### src/rtl/sequenciador_ula.sv
// Multi-cycle execute controller wrapped around an external 8-bit ALU, with a 4-entry register bank.
// Optional retired-instruction counter enabled by defining CONTADOR_INSTR_EN.
module sequenciador_ula #(
  parameter int LARGURA = 8
) (
  input  logic               clock,
  input  logic               reset_n,
  input  logic               instr_valida,
  input  logic [7:0]         instr,
  output logic               pronto,
  input  logic               carga_valida,
  input  logic [1:0]         carga_end,
  input  logic [LARGURA-1:0] carga_dado,
  output logic [LARGURA-1:0] entrada1,
  output logic [LARGURA-1:0] entrada2,
  output logic [2:0]         sinal_ula,
  input  logic [LARGURA-1:0] saida_ula,
  input  logic               zero,
  output logic [LARGURA-1:0] resultado,
  output logic               concluido,
  output logic               desvio
`ifdef CONTADOR_INSTR_EN
  ,
  output logic [15:0]        instr_retiradas
`endif
);

  typedef enum logic [1:0] {
    OCIOSO       = 2'd0,
    LE_OPERANDOS = 2'd1,
    EXECUTA      = 2'd2,
    ESCRITA      = 2'd3
  } estado_t;

  localparam logic [2:0] OP_SUB = 3'b011;
  localparam logic [2:0] OP_SLT = 3'b100;
  localparam logic [2:0] OP_BEQ = 3'b101;
  localparam logic [2:0] OP_MOV = 3'b110;
  localparam logic [2:0] OP_NOP = 3'b111;

  estado_t            r_estado;
  logic [LARGURA-1:0] r_banco [4];
  logic [2:0]         r_op;
  logic [1:0]         r_rd;
  logic [1:0]         r_rt;
  logic               r_flag;
  logic [LARGURA-1:0] r_entrada1;
  logic [LARGURA-1:0] r_entrada2;
  logic [2:0]         r_sinal_ula;
  logic [LARGURA-1:0] r_resultado;
  logic               r_concluido;
  logic               r_desvio;

  logic [2:0]         w_sel;
  logic [LARGURA-1:0] w_oper_a;
  logic               w_escreve;

  // mov routes reg[rt] to both operands and ORs them, so the ALU passes it through
  always_comb begin
    w_sel = r_op;
    unique case (r_op)
      OP_BEQ:  w_sel = OP_SUB;
      OP_MOV:  w_sel = 3'b001;
      OP_NOP:  w_sel = 3'b000;
      default: w_sel = r_op;
    endcase
  end

  assign w_oper_a  = (r_op == OP_MOV) ? r_banco[r_rt] : r_banco[r_rd];
  assign w_escreve = (r_op <= OP_SLT) || (r_op == OP_MOV);

  assign pronto    = (r_estado == OCIOSO) && !carga_valida;
  assign entrada1  = r_entrada1;
  assign entrada2  = r_entrada2;
  assign sinal_ula = r_sinal_ula;
  assign resultado = r_resultado;
  assign concluido = r_concluido;
  assign desvio    = r_desvio;

`ifdef CONTADOR_INSTR_EN
  logic [15:0] r_retiradas;
  assign instr_retiradas = r_retiradas;
`endif

  always_ff @(posedge clock or negedge reset_n) begin
    if (!reset_n) begin
      r_estado    <= OCIOSO;
      for (int i = 0; i < 4; i++) begin
        r_banco[i] <= '0;
      end
      r_op        <= '0;
      r_rd        <= '0;
      r_rt        <= '0;
      r_flag      <= 1'b0;
      r_entrada1  <= '0;
      r_entrada2  <= '0;
      r_sinal_ula <= 3'b000;
      r_resultado <= '0;
      r_concluido <= 1'b0;
      r_desvio    <= 1'b0;
`ifdef CONTADOR_INSTR_EN
      r_retiradas <= '0;
`endif
    end else begin
      r_concluido <= 1'b0;
      r_desvio    <= 1'b0;
      unique case (r_estado)
        OCIOSO: begin
          // a preload wins the cycle; the pending instruction stays on the bus
          if (carga_valida) begin
            r_banco[carga_end] <= carga_dado;
          end else if (instr_valida) begin
            r_op     <= instr[7:5];
            r_rd     <= instr[3:2];
            r_rt     <= instr[1:0];
            r_estado <= LE_OPERANDOS;
          end
        end
        LE_OPERANDOS: begin
          r_entrada1  <= w_oper_a;
          r_entrada2  <= r_banco[r_rt];
          r_sinal_ula <= w_sel;
          r_estado    <= EXECUTA;
        end
        EXECUTA: begin
          r_resultado <= saida_ula;
          r_flag      <= zero;
          r_estado    <= ESCRITA;
        end
        ESCRITA: begin
          if (w_escreve) begin
            r_banco[r_rd] <= r_resultado;
          end
          r_concluido <= 1'b1;
          r_desvio    <= (r_op == OP_BEQ) && r_flag;
`ifdef CONTADOR_INSTR_EN
          r_retiradas <= r_retiradas + 16'd1;
`endif
          r_estado    <= OCIOSO;
        end
        default: r_estado <= OCIOSO;
      endcase
    end
  end

endmodule

### config.mk
export PLATFORM = sky130hd
export DESIGN_NAME = sequenciador_ula
export DESIGN_NICKNAME = d
export VERILOG_FILES = /design/src/rtl/sequenciador_ula.sv
export SDC_FILE = /design/constraint.sdc
export NUM_CORES = 1
export LEC_CHECK = 0
export ABC_AREA = 0
export CAP_MARGIN = 10
export CORE_UTILIZATION = 60
export CTS_BUF_LIST = sky130_fd_sc_hd__clkbuf_4
export CTS_CLUSTER_DIAMETER = 200
export CTS_CLUSTER_SIZE = 28
export DETAILED_ROUTE_END_ITERATION = 10
export MAX_ROUTING_LAYER = met4
export PLACE_DENSITY = 0.95
export SYNTH_ARGS = -nofsm -noshare
export SYNTH_HDL_FRONTEND = slang
export SYNTH_SLANG_ARGS = --single-unit
### constraint.sdc
create_clock -name clock -period 3.52 [get_ports clock]
set_clock_uncertainty 0.15 [all_clocks]
set_input_delay 0.528 -clock clock [delete_from_list [all_inputs] [get_ports clock]]
set_output_delay 0.528 -clock clock [all_outputs]
set_load 0.02 [all_outputs]
==> summary.txt <==
Layout
  • # nets final: 390
  • Most common cell after layout, fill and taps aside: dfrtp_1
  • Number of fill cells: around 390
  • Final design utilization: 0.751
  • Highest-count cells in the layout ignoring fill and taps: dfrtp_1 (71), clkdlybuf4s50_1 (58), a22oi_1 (32), o2bb2ai_1 (32), mux2_2 (25)
  • Cell area after layout: about 4600 sq um
  • Layout area overhead: 17.8%
  • Layout cells sized above 1: 0.178
  • Diode count: 0

Timing
  • Worst-margin pin slew: around 0.83 ns
  • Setup_tns: 0 ns
  • Final Setup Violations: 0
  • Rel. slew slack: 0.449
  • Slew Limit Fails: 0
  • Hold Violations, Final: 0
  • Final min period: about 2.7 ns
  • Max Fclk: ~380 MHz
  • Final setup margin: slightly below 0.9 ns
  • Crit share post-route: 0.754
  • RSZ-0062 raised after global routing: false

Synthesis
  • Mean Syn Cell Area: 12.9 sq um
  • Top_reg_cell synth: dfrtp_1
  • Post-synthesis cell count: 300
  • Mapped cell area: a little under 4000 sq um
  • Register area share after synthesis: 0.460
  • Post-synth ARST share: 1.00
  • FF+latch count, synth: 71
  • Synth warnings: 0
  • EDFF count, synth: 0
  • Post-synth cell types: 37
  • Syn_nets: 335

Pwr
  • Final Power: roughly 4.2 mW
  • Worst vdd ir: roughly 0.56 mV
  • PwrDens: roughly 930 nW/um^2
  • Leakage: approximately 1.9 nW

Floorplan
  • Die W: a little over 80 um
  • Initial Util: 0.637
  • IO Count: a little over 60
  • Core Area: between 6000 and 7000 sq um
  • Row count: 28
  • Die Y: slightly above 80 um
  • Die ar.: ~6800 sq um

Clock tree
  • Clock Path Buffers: 2
  • Root Driver: clkbuf_4
  • Clock sinks: 71
  • CTS tree: built
  • Clk_lat worst skew: ~0.4 ns
  • H-Tree Depth: 3
  • Reg clk slew, reported paths: 0.12 ns
  • Post-CTS Setup Inserts: 0
  • CTS Buf Count: 9

Worst setup path
  • WP data required: about 2.8 ns
  • Crit-path slowest cell: clkdlybuf4s50_1
  • R2R setup slack: roughly 1.2 ns
  • Crit path capture: pronto
  • Crit end category: output port
  • Reg2reg start: r_estado[1]
  • Worst reg2reg path depth: 4
  • Crit Path Class: flop to output port
  • Crit path largest cell delay: 0.60 ns
  • Cell Chain, Critical Path: inv_1 -> ha_1 -> and2b_1 -> clkdlybuf4s50_1
  • Arrival time worst endpoint: 1.98 ns
  • Crit. Startpoint: r_estado[0]
  • Startpoint Class: flop
  • FF-to-FF End: r_banco[14]
  • Critical-path maximum fanout: 6

Min path
  • Worst min path class: input port to asynchronous set/reset pin

Drt
  • Post-route ant nets: 0
  • 1st-iter DRT viols: approximately 160
  • DRC viols: 0
  • Routed via count: between 2000 and 3000
  • Final WL: 8.34 mm
  • DRT Pass-1 Iters: 4
  • Post-DR vias/cell: approximately 6.4
  • WL per Instance: 19.2 um

Global route
  • Total grt overflow: 0
  • Total GRT Usage: 0.290
  • Largest net degree at the start of global routing: 37
  • First-pass GRT wire length: ~14 mm
  • Initial antenna violation count: 0
  • Vias in the first global route: around 2700

Placed design
  • DP HPWL: 6.15 mm
  • Dpl ws: ~1.1 ns
  • Gpl congestion: between 0.8 and 0.9
  • Placed cell areas: between 4000 and 5000 sq um
  • IO buf count: 59

Run
  • Reported max-cap violation count: 0

Status
  • Status: complete, no violations
[sequential cells by signal, indices dropped and copies added (netlist names), 2 cells and up]
register,cells
r_estado,2
r_rd,2
r_op,3
entrada1,8
r_banco,32
sinal_ula,3
resultado,8
entrada2,8
r_rt,2
[worst max-delay path: cells and delay by family (launching register included)]
family / cells / cell delay [ns]
buf+inv: 2 / 0.71
simple gates: 1 / 0.17
fa+ha+maj: 1 / 0.28
flops: 1 / 0.41
[through the flow]
step | hold slack [ns] | std cells
2_1_floorplan | 0.0824 | 300
3_3_place_gp | 0.238 | 418
3_5_place_dp | 0.240 | 418
4_1_cts | 0.323 | 435
5_1_grt | 0.328 | 435
6_report | 0.335 | 435
[layout make-up]
cell class	count	area [sq um]	area share
inverters	10	37.5	0.00824
multi-input cells	200	1900	0.416
well taps	75	93.8	0.0206
clock inverters	5	48.8	0.0107
repair buffers	63	618	0.136
clock buffers	11	82.6	0.0181
flip-flops and latches	71	1780	0.390
[synth_stat cells, types with 2 or more instances]
cell,instances,area share
a21oi_1,3,0.0039
nor2_1,11,0.011
mux4_2,8,0.047
o2bb2ai_1,32,0.073
o32ai_1,8,0.018
buf_2,7,0.0091
inv_1,10,0.0097
o211ai_4,4,0.022
buf_6,6,0.017
nor3b_1,8,0.016
dfrtp_1,71,0.46
mux2i_1,24,0.062
a22oi_1,32,0.062
ha_1,4,0.013
nand2_1,2,0.0019
nor2b_1,11,0.018
and3b_1,11,0.025
buf_4,3,0.0058
nor3b_4,3,0.015
mux2_2,25,0.073
[worst min-delay path by stage]
stage | to | slack, ns | cells past startpoint
after detailed placement | resultado[3] | 0.24 | 1
after CTS | resultado[4] | 0.32 | 2
after global routing | resultado[1] | 0.33 | 2
final | resultado[4] | 0.33 | 2
after global placement | resultado[3] | 0.24 | 1
after floorplan | concluido | 0.08 | 0
[where the power goes]
part,internal (mW),switching [mW],total [mW]
Combinational,1.10,0.929,2.03
Sequential,1.18,0.499,1.68
Clock,0.227,0.282,0.509
[per-layer routing]
layer  global-route usage  share of wire
met4               0.0965          0.013
met2                0.429           0.48
met1                0.395           0.45
met3               0.0703          0.057
met5                    -              0
[logic make-up after synthesis]
family | synth area share
and+or+nand+nor | 0.104
xor gates and xnor gates | 0.00227
buffers and inverters | 0.0495
muxes | 0.186
DFF | 0.460
adders and majority gates | 0.0130
AOI/OAI and AO/OA | 0.186
[what timing repair did]
item | 4_1_cts | 5_1_grt
gates resized for setup | 0 | 0
hold buffers | 1 | 0
hold endpoints to repair | 8 | 0
No activity file was read; power rests on OpenSTA's default activity.
